[config.mk]
export PLATFORM = sky130hd
export DESIGN_NAME = sobel_frame_scheduler_flat
export DESIGN_NICKNAME = d
export VERILOG_FILES = /design/src/rtl/sobel_frame_scheduler_pkg.sv /design/src/rtl/sobel_frame_scheduler_if.sv /design/src/rtl/sobel_frame_scheduler_out_skid.sv /design/src/rtl/sobel_frame_scheduler.sv /design/src/flat_wrapper.sv
export SDC_FILE = /design/constraint.sdc
export NUM_CORES = 1
export LEC_CHECK = 0
export CAP_MARGIN = 20
export CORE_AREA = 2 2 121 76
export DETAILED_ROUTE_END_ITERATION = 12
export DIE_AREA = 0 0 123 78
export PLACE_DENSITY = 0.83
export SLEW_MARGIN = 10
export SYNTH_ARGS = -nofsm -noshare
export SYNTH_HDL_FRONTEND = slang
export SYNTH_HIERARCHICAL = 1
export SYNTH_SLANG_ARGS = --single-unit
[constraint.sdc]
create_clock -name clk -period 4.4 [get_ports clk]
set_input_delay 0.88 -clock clk [delete_from_list [all_inputs] [get_ports clk]]
set_output_delay 0.88 -clock clk [all_outputs]
set_load 0.01 [all_outputs]
[src/rtl/sobel_frame_scheduler_pkg.sv]
// Shared types and geometry helpers for the Sobel frame scheduler.
package sobel_frame_scheduler_pkg;

  typedef enum logic [2:0] {
    ST_IDLE,
    ST_LOAD,
    ST_KICK,
    ST_WAIT,
    ST_DRAIN
  } state_t;

  // Pixel counts for a full frame and for the Sobel result, which loses the 1-pixel border
  function automatic int frame_pix(input int w, input int h);
    return w * h;
  endfunction

  function automatic int run_pix(input int w, input int h);
    return (w - 2) * (h - 2);
  endfunction

endpackage

[src/rtl/sobel_frame_scheduler_if.sv]
// Pixel streams, BRAM ports and engine handshake of the Sobel frame scheduler.
interface sobel_frame_scheduler_if #(
  parameter int DATA_WIDTH = 8,
  parameter int ADDR_WIDTH = 16
);
  logic                  i_start, i_mode_run;
  logic                  s_valid, s_ready;
  logic [DATA_WIDTH-1:0] s_data;
  logic                  b0_ce0, b0_we0;
  logic [ADDR_WIDTH-1:0] b0_addr0;
  logic [DATA_WIDTH-1:0] b0_d0;
  logic                  o_eng_en, o_eng_run;
  logic [ADDR_WIDTH-1:0] o_eng_num_cnt;
  logic                  i_eng_idle, i_eng_done;
  logic                  b1_ce0;
  logic [ADDR_WIDTH-1:0] b1_addr0;
  logic [DATA_WIDTH-1:0] b1_q0;
  logic                  m_valid, m_ready;
  logic [DATA_WIDTH-1:0] m_data;
  logic                  o_busy, o_frame_done, o_err;
  logic [7:0]            o_frame_cnt;

  modport master (
    input  i_start, i_mode_run, s_valid, s_data, i_eng_idle, i_eng_done, b1_q0, m_ready,
    output s_ready, b0_ce0, b0_we0, b0_addr0, b0_d0, o_eng_en, o_eng_run, o_eng_num_cnt,
           b1_ce0, b1_addr0, m_valid, m_data, o_busy, o_frame_done, o_frame_cnt, o_err
  );

  modport slave (
    output i_start, i_mode_run, s_valid, s_data, i_eng_idle, i_eng_done, b1_q0, m_ready,
    input  s_ready, b0_ce0, b0_we0, b0_addr0, b0_d0, o_eng_en, o_eng_run, o_eng_num_cnt,
           b1_ce0, b1_addr0, m_valid, m_data, o_busy, o_frame_done, o_frame_cnt, o_err
  );
endinterface

[src/rtl/sobel_frame_scheduler_out_skid.sv]
// Two-entry output FIFO between the BRAM1 read port and the output stream.
module sobel_out_skid #(
  parameter int DATA_WIDTH = 8
) (
  input  logic                  clk,
  input  logic                  rst,
  input  logic                  push,
  input  logic [DATA_WIDTH-1:0] push_data,
  input  logic                  pop,
  output logic [1:0]            count,
  output logic [DATA_WIDTH-1:0] head
);
  logic [1:0][DATA_WIDTH-1:0] mem;
  logic                       wp, rp;

  always_ff @(posedge clk or posedge rst) begin
    if (rst) begin
      mem   <= '0;
      wp    <= 1'b0;
      rp    <= 1'b0;
      count <= '0;
    end else begin
      if (push) begin
        mem[wp] <= push_data;
        wp      <= ~wp;
      end
      if (pop) rp <= ~rp;
      count <= count + {1'b0, push} - {1'b0, pop};
    end
  end

  assign head = mem[rp];
endmodule

[src/rtl/sobel_frame_scheduler.sv]
// Frame controller: load BRAM0, kick the Sobel engine, drain BRAM1 to the output stream.
// Optional engine watchdog enabled by defining SOBEL_SCHED_TIMEOUT_EN.
module sobel_frame_scheduler
  import sobel_frame_scheduler_pkg::*;
#(
  parameter int DATA_WIDTH     = 8,
  parameter int ADDR_WIDTH     = 16,
  parameter int IMAGE_WIDTH    = 100,
  parameter int IMAGE_HEIGHT   = 100,
  parameter int TIMEOUT_CYCLES = 1000000
) (
  input logic                    clk,
  input logic                    rst,
  sobel_frame_scheduler_if.master bus
);
  localparam int FRAME_PIX = frame_pix(IMAGE_WIDTH, IMAGE_HEIGHT);
  localparam int RUN_PIX   = run_pix(IMAGE_WIDTH, IMAGE_HEIGHT);

  if (longint'(FRAME_PIX) > (longint'(1) << ADDR_WIDTH)) begin : g_size_chk
    $error("IMAGE_WIDTH*IMAGE_HEIGHT exceeds the BRAM address space");
  end
  if (TIMEOUT_CYCLES < 1) begin : g_to_chk
    $error("TIMEOUT_CYCLES must be positive");
  end

  state_t                state;
  logic                  mode, rd_all, rd_pend;
  logic [ADDR_WIDTH-1:0] ld_cnt, rd_cnt, out_cnt, drain_last;
  logic [7:0]            frame_cnt;
  logic [1:0]            occ;
  logic [DATA_WIDTH-1:0] head;
  logic                  load_beat, hs, rd_issue, last_hs;

  assign drain_last = mode ? ADDR_WIDTH'(RUN_PIX - 1) : ADDR_WIDTH'(FRAME_PIX - 1);
  assign load_beat  = (state == ST_LOAD) && bus.s_valid;
  assign hs         = (occ != 2'd0) && bus.m_ready;
  assign last_hs    = (state == ST_DRAIN) && hs && (out_cnt == drain_last);
  // Credit counts the entry popped this cycle as free, which keeps 1 pixel/cycle with only 2 slots
  assign rd_issue   = (state == ST_DRAIN) && !rd_all &&
                      (({1'b0, occ} + {2'b0, rd_pend} - {2'b0, hs}) < 3'd2);

`ifdef SOBEL_SCHED_TIMEOUT_EN
  logic [31:0] wd;
  logic        err;
  assign bus.o_err = err;
`else
  assign bus.o_err = 1'b0;
`endif

  always_ff @(posedge clk or posedge rst) begin
    if (rst) begin
      state     <= ST_IDLE;
      mode      <= 1'b0;
      ld_cnt    <= '0;
      rd_cnt    <= '0;
      out_cnt   <= '0;
      rd_all    <= 1'b0;
      rd_pend   <= 1'b0;
      frame_cnt <= '0;
`ifdef SOBEL_SCHED_TIMEOUT_EN
      wd        <= '0;
      err       <= 1'b0;
`endif
    end else begin
      rd_pend <= rd_issue;
`ifdef SOBEL_SCHED_TIMEOUT_EN
      err     <= 1'b0;
`endif
      case (state)
        ST_IDLE: if (bus.i_start && bus.i_eng_idle) begin
          mode    <= bus.i_mode_run;
          ld_cnt  <= '0;
          rd_cnt  <= '0;
          out_cnt <= '0;
          rd_all  <= 1'b0;
          state   <= ST_LOAD;
        end
        ST_LOAD: if (load_beat) begin
          ld_cnt <= ld_cnt + 1'b1;
          if (ld_cnt == ADDR_WIDTH'(FRAME_PIX - 1)) state <= ST_KICK;
        end
        ST_KICK: begin
          state <= ST_WAIT;
`ifdef SOBEL_SCHED_TIMEOUT_EN
          wd    <= '0;
`endif
        end
        ST_WAIT: begin
          if (bus.i_eng_done) state <= ST_DRAIN;
`ifdef SOBEL_SCHED_TIMEOUT_EN
          else if (wd == 32'(TIMEOUT_CYCLES - 1)) begin
            err   <= 1'b1;
            state <= ST_IDLE;
          end else wd <= wd + 1'b1;
`endif
        end
        ST_DRAIN: begin
          if (rd_issue) begin
            rd_cnt <= rd_cnt + 1'b1;
            if (rd_cnt == drain_last) rd_all <= 1'b1;
          end
          if (hs) out_cnt <= out_cnt + 1'b1;
          if (last_hs) begin
            frame_cnt <= frame_cnt + 1'b1;
            state     <= ST_IDLE;
          end
        end
        default: state <= ST_IDLE;
      endcase
    end
  end

  sobel_out_skid #(.DATA_WIDTH(DATA_WIDTH)) u_skid (
    .clk       (clk),
    .rst       (rst),
    .push      (rd_pend),
    .push_data (bus.b1_q0),
    .pop       (hs),
    .count     (occ),
    .head      (head)
  );

  assign bus.s_ready       = (state == ST_LOAD);
  assign bus.b0_ce0        = load_beat;
  assign bus.b0_we0        = load_beat;
  assign bus.b0_addr0      = load_beat ? ld_cnt : '0;
  assign bus.b0_d0         = load_beat ? bus.s_data : '0;
  assign bus.o_eng_en      = (state == ST_KICK);
  assign bus.o_eng_run     = mode && ((state == ST_KICK) || (state == ST_WAIT));
  assign bus.o_eng_num_cnt = (state == ST_KICK) ? ADDR_WIDTH'(FRAME_PIX) : '0;
  assign bus.b1_ce0        = rd_issue;
  assign bus.b1_addr0      = rd_issue ? rd_cnt : '0;
  assign bus.m_valid       = (occ != 2'd0);
  assign bus.m_data        = head;
  assign bus.o_busy        = (state != ST_IDLE);
  assign bus.o_frame_done  = last_hs;
  assign bus.o_frame_cnt   = frame_cnt;
endmodule

[src/flat_wrapper.sv]
// flat-port wrapper written by rule: the top's interface ports become plain ports
module sobel_frame_scheduler_flat import sobel_frame_scheduler_pkg::*;
#(
  parameter int DATA_WIDTH     = 8,
  parameter int ADDR_WIDTH     = 16,
  parameter int IMAGE_WIDTH    = 100,
  parameter int IMAGE_HEIGHT   = 100,
  parameter int TIMEOUT_CYCLES = 1000000
)
  (clk, rst, bus_i_start, bus_i_mode_run, bus_s_valid, bus_s_data, bus_i_eng_idle, bus_i_eng_done, bus_b1_q0, bus_m_ready, bus_s_ready, bus_b0_ce0, bus_b0_we0, bus_b0_addr0, bus_b0_d0, bus_o_eng_en, bus_o_eng_run, bus_o_eng_num_cnt, bus_b1_ce0, bus_b1_addr0, bus_m_valid, bus_m_data, bus_o_busy, bus_o_frame_done, bus_o_frame_cnt, bus_o_err);
  sobel_frame_scheduler_if #(.DATA_WIDTH(DATA_WIDTH), .ADDR_WIDTH(ADDR_WIDTH)) bus_i ();
  input logic clk;
  input logic rst;
  input wire logic [$bits(bus_i.i_start)-1:0] bus_i_start;
  input wire logic [$bits(bus_i.i_mode_run)-1:0] bus_i_mode_run;
  input wire logic [$bits(bus_i.s_valid)-1:0] bus_s_valid;
  input wire logic [$bits(bus_i.s_data)-1:0] bus_s_data;
  input wire logic [$bits(bus_i.i_eng_idle)-1:0] bus_i_eng_idle;
  input wire logic [$bits(bus_i.i_eng_done)-1:0] bus_i_eng_done;
  input wire logic [$bits(bus_i.b1_q0)-1:0] bus_b1_q0;
  input wire logic [$bits(bus_i.m_ready)-1:0] bus_m_ready;
  output wire logic [$bits(bus_i.s_ready)-1:0] bus_s_ready;
  output wire logic [$bits(bus_i.b0_ce0)-1:0] bus_b0_ce0;
  output wire logic [$bits(bus_i.b0_we0)-1:0] bus_b0_we0;
  output wire logic [$bits(bus_i.b0_addr0)-1:0] bus_b0_addr0;
  output wire logic [$bits(bus_i.b0_d0)-1:0] bus_b0_d0;
  output wire logic [$bits(bus_i.o_eng_en)-1:0] bus_o_eng_en;
  output wire logic [$bits(bus_i.o_eng_run)-1:0] bus_o_eng_run;
  output wire logic [$bits(bus_i.o_eng_num_cnt)-1:0] bus_o_eng_num_cnt;
  output wire logic [$bits(bus_i.b1_ce0)-1:0] bus_b1_ce0;
  output wire logic [$bits(bus_i.b1_addr0)-1:0] bus_b1_addr0;
  output wire logic [$bits(bus_i.m_valid)-1:0] bus_m_valid;
  output wire logic [$bits(bus_i.m_data)-1:0] bus_m_data;
  output wire logic [$bits(bus_i.o_busy)-1:0] bus_o_busy;
  output wire logic [$bits(bus_i.o_frame_done)-1:0] bus_o_frame_done;
  output wire logic [$bits(bus_i.o_frame_cnt)-1:0] bus_o_frame_cnt;
  output wire logic [$bits(bus_i.o_err)-1:0] bus_o_err;
  assign bus_i.i_start = bus_i_start;
  assign bus_i.i_mode_run = bus_i_mode_run;
  assign bus_i.s_valid = bus_s_valid;
  assign bus_i.s_data = bus_s_data;
  assign bus_i.i_eng_idle = bus_i_eng_idle;
  assign bus_i.i_eng_done = bus_i_eng_done;
  assign bus_i.b1_q0 = bus_b1_q0;
  assign bus_i.m_ready = bus_m_ready;
  assign bus_s_ready = bus_i.s_ready;
  assign bus_b0_ce0 = bus_i.b0_ce0;
  assign bus_b0_we0 = bus_i.b0_we0;
  assign bus_b0_addr0 = bus_i.b0_addr0;
  assign bus_b0_d0 = bus_i.b0_d0;
  assign bus_o_eng_en = bus_i.o_eng_en;
  assign bus_o_eng_run = bus_i.o_eng_run;
  assign bus_o_eng_num_cnt = bus_i.o_eng_num_cnt;
  assign bus_b1_ce0 = bus_i.b1_ce0;
  assign bus_b1_addr0 = bus_i.b1_addr0;
  assign bus_m_valid = bus_i.m_valid;
  assign bus_m_data = bus_i.m_data;
  assign bus_o_busy = bus_i.o_busy;
  assign bus_o_frame_done = bus_i.o_frame_done;
  assign bus_o_frame_cnt = bus_i.o_frame_cnt;
  assign bus_o_err = bus_i.o_err;
  sobel_frame_scheduler #(.DATA_WIDTH(DATA_WIDTH), .ADDR_WIDTH(ADDR_WIDTH), .IMAGE_WIDTH(IMAGE_WIDTH), .IMAGE_HEIGHT(IMAGE_HEIGHT), .TIMEOUT_CYCLES(TIMEOUT_CYCLES)) u_core (.clk(clk), .rst(rst), .bus(bus_i));
endmodule
==> flow_metrics.py, run 1 <==
metrics = {
    "status": {
        "status": "completed",
    },
    "clock_network": {
        "cts_buffers": 9,
        "cts_hold_buf": 0,
        "cts.sinks": 82,
        "clk_pin_slew_ns": 0.06,
        "cts-root-buf": "clkbuf_16",
        "cts_tree": "done",
        "clk_latency_ns": 0.34,
        "htree_num_levels": 3,
        "clk_path_buf_depth": 2,
    },
    "timing": {
        "slew_violations": 0,
        "tightest_slew_ns": 0.958,
        "setup_slack_ns": 0.189,
        "finalSetupTns_ns": 0,
        "fin_crit_ns": 4.21,
        "setup_viol": 0,
        "slew_headroom_pct": 36.1,
        "fin_skew_ns": 0.00548,
        "finalHoldViolations": 0,
        "rsz0062_at_grt": "false",
        "fmax_ghz": 0.237,
        "final.period_utilization_pct": 95.7,
        "fin_hold_ws_ns": 0.471,
    },
    "critical_path": {
        "crit_chain": "clkdlybuf4s50_1 > o21a_1 > ha_1 > nand2b_1 > fa_2 > and4b_2 > buf_12 > clkdlybuf4s50_1",
        "cp_slowest_cell": "fa_2",
        "max_stage_delay_ns": 0.54,
        "crit_family": "buffers and inverters",
        "crit_type": "input pin to output port",
        "worstPathBufferInverterCount": 3,
        "end_kind": "output port",
        "crit_fanout": 11,
        "critPathMostFrequentCell": "clkdlybuf4s50_1",
        "cp.required_ns": 3.52,
        "critPathArrivalTime_ns": 3.33,
        "critPathLaunchType": "input pin",
    },
    "final_layout": {
        "final_area_um2": 5890,
        "final_cell_mix": "82 x dfrtp_1, 77 x clkdlybuf4s50_1, 48 x nor2_1",
        "antenna_cells": 0,
        "nets": 570,
        "area_growth_pct": 31.6,
        "final_common_cell": "dfrtp_1",
        "layout-drive-gt1-share_pct": 12.0,
    },
    "power_and_ir_drop": {
        "p_int_mw": 1.91,
        "power_mw": 2.76,
        "clockPowerShare_pct": 29.5,
        "leakagePower_nw": 2.91,
        "p_sw_share_pct": 30.6,
        "p_sw_mw": 0.843,
        "p_seq_share_pct": 38.0,
        "peakVddDrop_mv": 0.412,
        "p_per_area_nw_per_um2": 468,
        "p_comb_share_pct": 32.5,
    },
    "global_routing": {
        "grt_pass1_wl_um": 16700,
        "grt_use_total_pct": 22.4,
        "overflow": 0,
        "grt_pass1_vias": 3387,
        "antenna_found_initial": 0,
        "grt_max_degree": 43,
    },
    "floorplanning": {
        "rows": 26,
        "die_h_um": 78,
        "io_pins": 106,
        "core-area_um2": 8390,
        "die_w_um": 123,
        "initial_core_util_pct": 53.3,
        "dieArea_um2": 9590,
    },
    "detailed_routing": {
        "wl_met1_um": 4800,
        "vias": 3515,
        "top_layer": "met4",
        "firstDrtPassIters": 4,
        "routed_wirelength_um": 10300,
        "final_antenna_net_count": 0,
        "drtIter0Drc": 294,
        "dr_wl_met3_um": 487,
        "vias_per_cell": 5.37,
        "routed-wl-met2_um": 4870,
        "avgRoutedWirePerCell_um": 15.7,
        "drc": 0,
    },
    "synth": {
        "yosysWarnings": 6,
        "ys_seq_area_share_pct": 45.8,
        "synth_edf_count": 0,
        "avgSynthCellArea_um2": 10.1,
        "netlist_area_um2": 4480,
        "synth_ff_type": "dfrtp_1",
        "synth.distinct_cells": 49,
        "synth_seq_cells": 82,
        "syn-instance-count": 445,
        "synth-async-reset-ratio_pct": 100,
    },
    "min_path": {
        "holdCritPathClass": "flop to flop",
    },
    "place": {
        "placed_area_um2": 5480,
        "place_ws_ns": -0.00192,
        "place_congestion": 0.831,
        "dp_hpwl_um": 7300,
        "portBuffers": 93,
    },
    "flow_run": {
        "maxCapViolations": 0,
    },
}
## cells by family (layout without fill, tap and decap cells)
| family | count (synthesis) | in the layout | synth area share [%] |
|---|---|---|---|
| adders and majority gates | 8 | 8 | 2.40 |
| AOI/OAI and AO/OA | 29 | 29 | 4.61 |
| DFF | 82 | 82 | 45.8 |
| xor gates and xnor gates | 43 | 43 | 8.41 |
| other | 1 | 12 | 0.0838 |
| buffers and inverters | 46 | 133 | 5.73 |
| muxes | 31 | 31 | 8.36 |
| and+or+nand+nor | 205 | 205 | 24.6 |
## registers in the layout, indices dropped and copies added (netlist names)
register and cells:
u_core/bus.o_frame_cnt 8, u_core/ld_cnt 16, u_core/mode 1, u_core/out_cnt 16, u_core/rd_all 1, u_core/rd_cnt 16, u_core/rd_pend 1, u_core/state 3
u_core/u_skid/count 2, u_core/u_skid/mem 16, u_core/u_skid/rp 1, u_core/u_skid/wp 1
## power groups by stage
stage	combinational [mW]	sequential, mW	clock (mW)
after detailed placement	0.878	1.05	0
after floorplan	0.573	0.992	0
after global placement	0.849	1.04	0
after global routing	0.975	1.07	0.860
after CTS	0.886	1.04	0.832
final	0.896	1.05	0.812
## worst paths after layout
| check | from | depth (start not counted) | slack (ns) | end |
|---|---|---|---|---|
| max in group asynchronous | rst | 3 | 2.52 | u_core/ld_cnt[3] |
| worst max-delay path | bus_m_ready | 8 | 0.19 | bus_b1_ce0 |
| min in group asynchronous | rst | 2 | 1.04 | u_core/u_skid/mem[1] |
| worst max register to register | u_core/u_skid/count[1] | 11 | 1.21 | u_core/rd_cnt[15] |
| worst min register to register | u_core/bus.o_frame_cnt[7] | 1 | 0.47 | u_core/bus.o_frame_cnt[7] |
| worst min-delay path | u_core/bus.o_frame_cnt[7] | 1 | 0.47 | u_core/bus.o_frame_cnt[7] |
## per-stage QoR
step | util (%) | std cells
after detailed placement | 65.3 | 637
after global routing | 70.2 | 655
final | 70.2 | 655
after global placement | 65.3 | 637
after floorplan | - | 456
after CTS | 69.2 | 653
## repair_timing
| action | CTS | global route |
|---|---|---|
| endpoints found under the setup margin | 4 | 17 |
| buffers inserted | 0 | 1 |
| hold endpoints to repair | 0 | 0 |
| gates resized for setup | 0 | 19 |
| cloned | 0 | 1 |
| pin swaps | 1 | 1 |
## worst register-to-register path, cell delays in order, from the launching register on
cell	delay [ns]
dfrtp_1	0.47
o21a_1	0.25
ha_1	0.26
nand2b_1	0.16
fa_2	0.54
and4b_2	0.27
buf_4	0.13
clkbuf_16	0.14
buf_4	0.18
nand4_1	0.21
or3_1	0.36
a21oi_1	0.15
## Yosys cell counts, drive strengths merged, types with 2 or more instances
library cell / n / area [µm²]
or4: 3 / 22.5
xnor2: 17 / 149
nand4: 28 / 175
clkbuf: 11 / 41.3
o31ai: 2 / 15.0
o21ai: 9 / 45.0
mux2: 27 / 334
nor3: 5 / 25.0
o2111ai: 3 / 26.3
mux2i: 4 / 40.0
o211ai: 2 / 15.0
nor4: 3 / 18.8
xor2: 26 / 228
or3: 3 / 18.8
nor2: 49 / 184
dfrtp: 82 / 2050
ha: 7 / 87.6
nand3: 12 / 60.1
a21oi: 6 / 30.0
nor2b: 3 / 21.3
and2: 41 / 257
and3: 14 / 87.6
buf: 22 / 166
and4: 2 / 17.5
nand2: 30 / 115
nand2b: 4 / 25.0
inv: 13 / 48.8
nor4b: 2 / 17.5
## final cells by class
| type | instances | area, µm² |
|---|---|---|
| fill | 624 | 2500 |
| multi-input combinational | 328 | 2240 |
| sequential | 82 | 2050 |
| timing repair buffer | 104 | 1080 |
| clock buffer | 10 | 239 |
| tap | 112 | 140 |
| clock inverter | 6 | 90.1 |
| inverter | 13 | 48.8 |
## metal layers
layer / track usage [%] / vias up
met3: 5.22 / 11
met2: 35.0 / 86
met5: 0 / -
li1: - / 1696
met1: 30.7 / 1722
met4: 7.50 / 0
No activity file was read; power rests on OpenSTA's default activity.
==> run 2: changes to the inputs <==
Settings changed: ABC_CLOCK_PERIOD_IN_PS set to 4400, CORE_AREA 2 2 121 76 to 2 2 119 75, CTS_BUF_LIST set to sky130_fd_sc_hd__clkbuf_8, DIE_AREA 0 0 123 78 to 0 0 121 77, PLACE_DENSITY 0.83 to 0.86.
==> run 2 against run 1 <==
Effect of this change:
- clock skew rose by 0.0050 ns
- non-clock buffer count stayed put
- total power is 12% lower
- combinational power up 0.8%
- via count is essentially flat
- register-to-register slack is essentially flat
- critical path type unchanged
- critical endpoint is now bus_b1_addr0[6]
- largest cell class unchanged
==> flow_metrics.py, run 2 (synthesis gave the netlist of run 1 again) <==
metrics = {
    "status": {
        "status": "completed",
    },
    "critical_path": {
        "crit_type": "input pin to output port",
        "critPathLaunchType": "input pin",
        "cp_slowest_cell": "clkdlybuf4s50_1",
        "r2r_end": "u_core/rd_cnt[13]",
        "r2r_setup_slack_ns": 1.22,
        "max_stage_delay_ns": 0.45,
        "critPathArrivalTime_ns": 3.34,
        "rr_startpoint": "u_core/u_skid/count[1]",
        "end_kind": "output port",
        "reg2reg_depth": 11,
        "cp.required_ns": 3.52,
        "crit_chain": "clkdlybuf4s50_1 > o21a_1 > ha_1 > nand2b_1 > fa_2 > xnor2_2 > and4b_2 > buf_4 > clkbuf_16 > and2_1 > dlygate4sd2_1",
        "crit_fanout": 13,
    },
    "min_path": {
        "whs_endpoint": "u_core/bus.o_frame_cnt[7]",
        "hold_depth": 1,
        "min_from": "u_core/bus.o_frame_cnt[7]",
        "holdCritPathClass": "flop to flop",
    },
    "detailed_routing": {
        "drc": 0,
        "firstDrtPassIters": 4,
        "vias_per_cell": 5.37,
        "drtIter0Drc": 201,
        "avgRoutedWirePerCell_um": 15.1,
        "vias": 3517,
        "routed_wirelength_um": 9900,
        "final_antenna_net_count": 0,
    },
    "global_routing": {
        "antenna_found_initial": 0,
        "grt_pass1_vias": 3375,
        "grt_use_total_pct": 22.0,
        "grt_pass1_wl_um": 16300,
        "overflow": 0,
        "grt_max_degree": 63,
    },
    "floorplanning": {
        "initial_core_util_pct": 54.4,
        "die_w_um": 121,
        "rows": 26,
        "core-area_um2": 8230,
        "io_pins": 106,
        "dieArea_um2": 9320,
        "die_h_um": 77,
    },
    "clock_network": {
        "clk_pin_slew_ns": 0.08,
        "clk_path_buf_depth": 2,
        "cts_buffers": 9,
        "cts-root-buf": "clkbuf_8",
        "cts_tree": "done",
        "clk_latency_ns": 0.36,
        "cts.sinks": 82,
        "htree_num_levels": 3,
    },
    "final_layout": {
        "multi_input_comb_area_um2": 2240,
        "final_util_pct": 69.5,
        "antenna_cells": 0,
        "fillerInstances": 624,
        "nets": 570,
        "final_common_cell": "dfrtp_1",
        "final_cell_mix": "82 x dfrtp_1, 77 x clkdlybuf4s50_1, 48 x nor2_1",
        "area_growth_pct": 27.8,
        "layout-drive-gt1-share_pct": 11.8,
        "seq_area_um2": 2050,
    },
    "power_and_ir_drop": {
        "p_sw_mw": 0.797,
        "p_comb_share_pct": 37.3,
        "p_sw_share_pct": 32.9,
        "leakagePower_nw": 2.81,
        "peakVddDrop_mv": 0.307,
        "power_mw": 2.42,
        "p_int_mw": 1.63,
        "p_seq_share_pct": 43.0,
        "clockPowerShare_pct": 19.7,
        "p_per_area_nw_per_um2": 423,
    },
    "timing": {
        "finalHoldViolations": 0,
        "slew_violations": 0,
        "final.period_utilization_pct": 96.0,
        "fmax_ghz": 0.237,
        "setup_slack_ns": 0.175,
        "slew_headroom_pct": 35.6,
        "rsz0062_at_grt": "false",
        "finalSetupTns_ns": 0,
        "fin_skew_ns": 0.0104,
        "tightest_slew_ns": 0.966,
        "fin_crit_ns": 4.22,
        "setup_viol": 0,
    },
    "place": {
        "portBuffers": 93,
        "place_ws_ns": -0.0253,
        "dp_hpwl_um": 7030,
        "place_congestion": 0.870,
    },
    "flow_run": {
        "maxCapViolations": 0,
    },
}
run 2: per-layer routing:
metal,GRT usage [%],vias up,share of wire [%]
li1,-,1688,-
met1,29.2,1690,45
met2,35.7,133,47
met3,5.88,6,7.5
met4,5.70,0,0.65
met5,0,-,0
run 2: final cells by class:
class                           count  share of cell area (%)
Multi-Input combinational cell    328                    39.1
Sequential cell                    82                    35.9
Timing Repair Buffer              104                    18.7
Tap cell                          112                    2.45
Clock buffer                       10                    2.40
Inverter                           13                   0.853
Clock inverter                      6                   0.590
run 2: worst max-delay path, delay by kind of cell:
family | cells | cell delay [ns]
AO/OA/AOI/OAI | 1 | 0.14
AND/OR/NAND/NOR | 3 | 0.55
buffers and inverters | 4 | 1.04
adder cells (fa/ha/maj) | 2 | 0.59
XOR/XNOR | 1 | 0.14
run 2: per-stage QoR:
stage,cell area [µm²],hold slack [ns],cells
finish,5720,0.470,655
global route,5720,0.506,655
CTS,5650,0.478,653
detailed placement,5470,0.466,636
global placement,5470,0.462,636
floorplan,4520,0.455,456
run 2: power by group through the flow:
stage	clock [mW]	sequential, mW	combinational [mW]
2_1_floorplan	0	0.992	0.573
3_3_place_gp	0	1.04	0.844
3_5_place_dp	0	1.05	0.877
4_1_cts	0.497	1.04	0.896
5_1_grt	0.524	1.07	0.987
6_report	0.478	1.04	0.903
run 2: how the worst max path moves through the flow:
stage                      from  slack [ns]                to
CTS                 bus_m_ready      0.0003  bus_b1_addr0[12]
global route        bus_m_ready        0.06   bus_b1_addr0[9]
detailed placement  bus_m_ready       -0.03   bus_b1_addr0[9]
global placement    bus_m_ready        0.03   bus_b1_addr0[2]
floorplan           bus_m_ready        0.75  bus_b1_addr0[10]
finish              bus_m_ready        0.18   bus_b1_addr0[6]
run 2: timing repair:
item,4_1_cts,5_1_grt
gates cloned,0,1
endpoints found under the setup margin,16,14
buffers inserted,1,1
gates resized for setup,3,16
pin swaps,1,0
hold buffers,0,0
==> variant 1, RTL diff (flow settings as in run 2) <==
Reset style: synchronous (`rst`), changed in 2 clocked blocks.
--- a/src/rtl/sobel_frame_scheduler_out_skid.sv
+++ b/src/rtl/sobel_frame_scheduler_out_skid.sv
@@ -15,3 +15,3 @@
 
-  always_ff @(posedge clk or posedge rst) begin
+  always_ff @(posedge clk) begin
     if (rst) begin
--- a/src/rtl/sobel_frame_scheduler.sv
+++ b/src/rtl/sobel_frame_scheduler.sv
@@ -49,3 +49,3 @@
 
-  always_ff @(posedge clk or posedge rst) begin
+  always_ff @(posedge clk) begin
     if (rst) begin
Check against the original RTL: differs if rst is asserted again (counterexample within 4 cycles, from zero or initial values and one cycle with rst high); with rst held inactive, the same outputs for 10 cycles.
==> variant 1 against run 2 <==
Worst hold slack lost 12 ps. Setup slack lost 37 ps. Routed wire length grew 9.9%. Area after synthesis shrank 2.7%. Sequential cell count is the same. Design area shrank 3.4%. Synthesized cell count grew 20%. Critical path type unchanged. Critical endpoint is now bus_b1_addr0[5]. Largest cell class unchanged.
Power is not compared: it rests on default switching activity, and its combinational part moved more than twofold at a synthesized area within 25%.
==> variant 1: results (changes against run 2) <==
Critical path
  • Worst setup startpoint: bus_m_ready
  • Crit Reg-Reg Endpoint: u_core/rd_cnt[14]
  • Arr. time, crit path: 3380 ps (+40 ps)
  • Max FO, Critical Path: 9 (-4)
  • Crit path capture: bus_b1_addr0[5]
  • Reg2Reg Setup Slack: 1650 ps (+430 ps)
  • Reg2Reg Depth: 10 (-1)
  • FF-to-FF Start: u_core/u_skid/count[1]

Drt
  • Initial DRC count: 400 (+99%)
  • Routed WL per cell: 14.9 µm (-1.4%)
  • Drt first pass iters: 5 (+1)
  • Post-route ant nets: 0 (unchanged)
  • Vias post-DR: 4093 (+16%)

Worst hold path
  • Worst min-delay path class: reg2reg
  • Worst hold path cell count: 2 (+1)

Clock tree
  • Root buf cell: clkbuf_8
  • Htree depth: 3 (unchanged)
  • Clk_lat worst skew: 360 ps (about the same)
  • CTS Buf Count: 9 (unchanged)
  • Clock-pin slew on the worst setup and hold paths: 70 ps
  • Maximum clock path buffer count: 2 (unchanged)

Yosys
  • YS warnings: 6 (unchanged)
  • Ys async rst share: 0% (-100 points)
  • Seq/Total Area, Yosys: 37.7% (-8.1 points)
  • Netlist cell types: 52 (+6.1%)
  • Synth area leaders: dfxtp_1 (38%), and2_1 (6.2%), nor2_1 (5.3%)
  • EDFF count, synth: 0 (unchanged)
  • Post-synth top cells: dfxtp_1 (82), nor2_1 (62), and2_1 (43)

Place
  • DPL Wire Length: 7.74 mm (+10%)
  • Worst slack at placement: 15.4 ps (+40.7 ps)
  • GPL Wtd Cong: 0.867 (-0.25%)
  • PortBufs: 93 (unchanged)

Timing
  • Final Hold Viols: 0 (unchanged)
  • Slew of the pin with the lowest slew margin: 813 ps (-153 ps)
  • Clock skew: 14.6 ps (+4.13 ps)
  • Final worst path period need: 4260 ps (+37.2 ps)

Global route
  • Initial antenna violation count: 0 (unchanged)
  • Largest net degree at the start of global routing: 44 (-30%)
  • Vias in the first global route: 3536 (+4.8%)
  • GRT Overall Usage: 22.9% (+0.97 points)
  • First-pass GRT wire length: 17.3 mm (+6.3%)

Final layout
  • NumNets Final: 645 (+13%)
  • # diodes: 0 (unchanged)
  • Share of cells above drive strength 1: 7.12% (-4.7 points)

Run status
  • Status: complete, no violations

Pwr
  • Switch share: 27.5%
  • P_leak: 0.00218 µW
  • Max VDD drop: 0.184 mV
## variant 1: cell types whose count changed after synthesis, moves of 7 or more
cell     change
a21oi_1     +35
and3_1       -8
dfrtp_1     -82
dfxtp_1     +82
mux2_2      -10
mux2_4       -8
nand2_1     +11
nand3_1     +25
nand4_1      -7
nor2_1      +13
o21ai_0      +9
or3_1        +9
xor2_1       -7
## variant 1: metal layers
layer  up-vias  global-route usage (%)  routed length (µm)
met1      1925                    32.3                4950
met5         -                       0                   0
met4         0                    6.28                 107
li1       1971                       -                   -
met3        10                    5.21                 911
met2       187                    35.2                4910
## variant 1: critical path, cell delays in order
cell and delay, ps:
clkdlybuf4s50_1 470, o21a_1 140, ha_1 220, nand2b_1 150, fa_1 380, xnor2_1 140, nand4b_1 160, buf_4 220
nor2_1 90, clkdlybuf4s50_1 540
## variant 1: final cells by class
class / count / area [µm²]
fill: 663 / 2700
multi-input combinational: 408 / 2440
sequential: 82 / 1640
timing repair buffer: 102 / 1060
tap: 112 / 140
clock buffer: 10 / 138
clock inverter: 6 / 66.3
inverter: 10 / 37.5
## variant 1: kinds of logic after synthesis
group / share of synthesized area [%]
other cells: 0.0861
fa+ha+maj: 2.47
compound gates: 9.37
buf+inv: 7.13
simple gates: 33.0
flops: 37.7
mux: 2.79
xor+xnor: 7.44
## variant 1: repair_timing
action                                 in CTS  in global routing
cloned                                      0                  1
endpoints found under the hold margin       0                  0
setup endpoints to repair                   1                 14
setup buffers                               0                  1
pin swaps                                   0                  1
gates resized for setup                     1                 15
## variant 1: worst min-delay path by stage
stage / endpoint / slack (ps) / from
after floorplan: u_core/rd_all / 430 / u_core/rd_all
after global placement: u_core/u_skid/mem[14] / 440 / u_core/u_skid/mem[14]
after detailed placement: u_core/u_skid/mem[14] / 450 / u_core/u_skid/mem[14]
after CTS: u_core/u_skid/mem[14] / 460 / u_core/u_skid/mem[14]
after global routing: u_core/u_skid/mem[9] / 490 / u_core/u_skid/mem[9]
final: u_core/u_skid/mem[14] / 460 / u_core/u_skid/mem[14]
## variant 1: power groups by stage
stage               combinational [µW]  clock (µW)  sequential, µW
floorplan                          195           0             783
global placement                   259           0             803
detailed placement                 267           0             804
CTS                                268         562             787
global route                       293         598             792
finish                             268         551             788
## variant 1: stage by stage
| step | cells | area, µm² | power (µW) |
|---|---|---|---|
| after floorplan | 545 | 4400 | 978 |
| after global placement | 712 | 5260 | 1060 |
| after detailed placement | 712 | 5260 | 1070 |
| after CTS | 728 | 5460 | 1620 |
| after global routing | 730 | 5530 | 1680 |
| final | 730 | 5530 | 1610 |
==> variant 2, RTL diff (settings of run 2) <==
Without the edit above. `IMAGE_WIDTH` is set to 100 in 2 places; all go to 50.
--- a/src/rtl/sobel_frame_scheduler.sv
+++ b/src/rtl/sobel_frame_scheduler.sv
@@ -7,3 +7,3 @@
   parameter int ADDR_WIDTH     = 16,
-  parameter int IMAGE_WIDTH    = 100,
+  parameter int IMAGE_WIDTH    = 50,
   parameter int IMAGE_HEIGHT   = 100,
--- a/src/flat_wrapper.sv
+++ b/src/flat_wrapper.sv
@@ -5,3 +5,3 @@
   parameter int ADDR_WIDTH     = 16,
-  parameter int IMAGE_WIDTH    = 100,
+  parameter int IMAGE_WIDTH    = 50,
   parameter int IMAGE_HEIGHT   = 100,
Behaviour: same outputs for any inputs over 10 cycles, from zero or initial values and one cycle with rst high; that may be too few to reach the edited logic, so the function may still have changed.
==> variant 2 against run 2 <==
Setup slack worse by 64 ps. Fmax down 1.5%. Design area decreased by 0.52%. Area after synthesis rose by 1.5%. Via count is 9.0% higher. Sequential cell count is the same. Routed wire length is 16% higher. Total power rose by 3.2%. Combinational power is 1% lower. Critical endpoint is now bus_b1_addr0[7].
==> variant 2: results (changes against run 2) <==
Critical path
  • Crit Reg-Reg Endpoint: u_core/rd_cnt[7]
  • Max FO, Critical Path: 8 (-5)
  • Worst setup startpoint: bus_m_ready
  • FF-to-FF Start: u_core/u_skid/count[1]
  • Crit path capture: bus_b1_addr0[7]
  • Arr. time, crit path: 3410 ps (+70 ps)

Place
  • Worst slack at placement: -176 ps (-151 ps)
  • Placed Area: 5500 µm² (+0.48%)
  • GPL Wtd Cong: 0.865 (-0.52%)
  • DPL Wire Length: 8.33 mm (+18%)
  • Placed cells: 650 (+2.2%)

Global route
  • Largest net degree at the start of global routing: 44 (-30%)
  • Vias in the first global route: 3750 (+11%)
  • GRT Overall Usage: 25.7% (+3.7 points)
  • GR Util met1: 36.2% (+7.1 points)
  • First-pass GRT wire length: 18.8 mm (+16%)
  • M2 GR Usage: 38.9% (+3.1 points)

Timing
  • Slew of the pin with the lowest slew margin: 910 ps (-56.1 ps)
  • Clock skew: 7.21 ps (-3.23 ps)
  • Final period util: 97.5% (+1.5 points)
  • Fin Hold WS: 478 ps (+8.13 ps)

Final layout
  • # fillers: 594 (-4.8%)
  • NumNets Final: 582 (+2.1%)
  • Share of cells above drive strength 1: 12.3% (+0.47 points)

Yosys
  • Netlist cell types: 51 (+4.1%)
  • Synth area leaders: dfrtp_1 (45%), xor2_1 (4.4%), mux2_2 (4.2%)
  • Mux cell area share after synthesis: 7.74% (-0.62 points)
  • Post-Syn Instances: 462 (+3.8%)
  • Ys async rst share: 100% (unchanged)
  • Post-Synth Adder-Cell Area: 2.37% (-0.036 points)
  • Area share of xor/xnor cells in the synthesized design: 7.90% (-0.51 points)
  • Compound-Gate Fraction of Synth Area: 6.08% (+1.5 points)
  • Post-synth top cells: dfrtp_1 (82), nor2_1 (44), nand2_1 (36)
  • Seq/Total Area, Yosys: 45.2% (-0.68 points)

Clock tree
  • Post-cts sizing count: 19 (+16)

Drt
  • Routed WL per cell: 17.3 µm (+14%)
  • Final wirelength: 11.5 mm (+16%)
  • Wl on met1: 5.15 mm (+17%)
  • Routed wl met3: 850 µm (+15%)
  • Met2 WL post-DR: 5.31 mm (+14%)
  • Highest metal used: met4
  • Initial DRC count: 301 (+50%)
  • Drt first pass iters: 5 (+1)
  • Post-DR vias/cell: 5.75 (+7.1%)

Worst hold path
  • Hold Path Sink: u_core/bus.o_frame_cnt[7]

Pwr
  • P_leak: 0.00262 µW (-6.8%)
  • Max VDD drop: 0.261 mV (-15%)

Run status
  • Status: complete, no violations
## variant 2: cell types whose count changed in the layout (fill, tap and decap cells not counted), sizes merged, moves of 4 or more
cell          delta
nor4             +5
dlymetal6s2s    -13
and3            +13
nor3             +4
a2111oi          +4
and2            -24
nand2            +7
o21ai            +6
nand4            -9
nor2             -5
dlygate4sd2     +11
nand3            +8
## variant 2: where the power goes
group | internal [µW] | switching (µW)
clock network | 290 | 272
registers | 887 | 158
logic | 470 | 424
total | 1650 | 855
## variant 2: area by class of cell
cell class                 instances  area [µm²]  area share (%)
timing repair buffer             104         986            17.3
tap                              112         140            2.46
clock buffer                      11         151            2.66
clock inverter                     5        52.6           0.923
multi-input combinational        338        2250            39.6
sequential                        82        2050            36.0
inverter                          15        56.3           0.989
## variant 2: worst max-delay path: stages
cell and delay (ps):
clkdlybuf4s50_1 480, o21ai_2 70, inv_1 90, ha_1 230, nand2b_1 160, fa_1 500, nor2b_2 140, nand3_2 110
inv_2 130, buf_4 110, buf_4 130, and2_1 120, dlygate4sd2_1 260
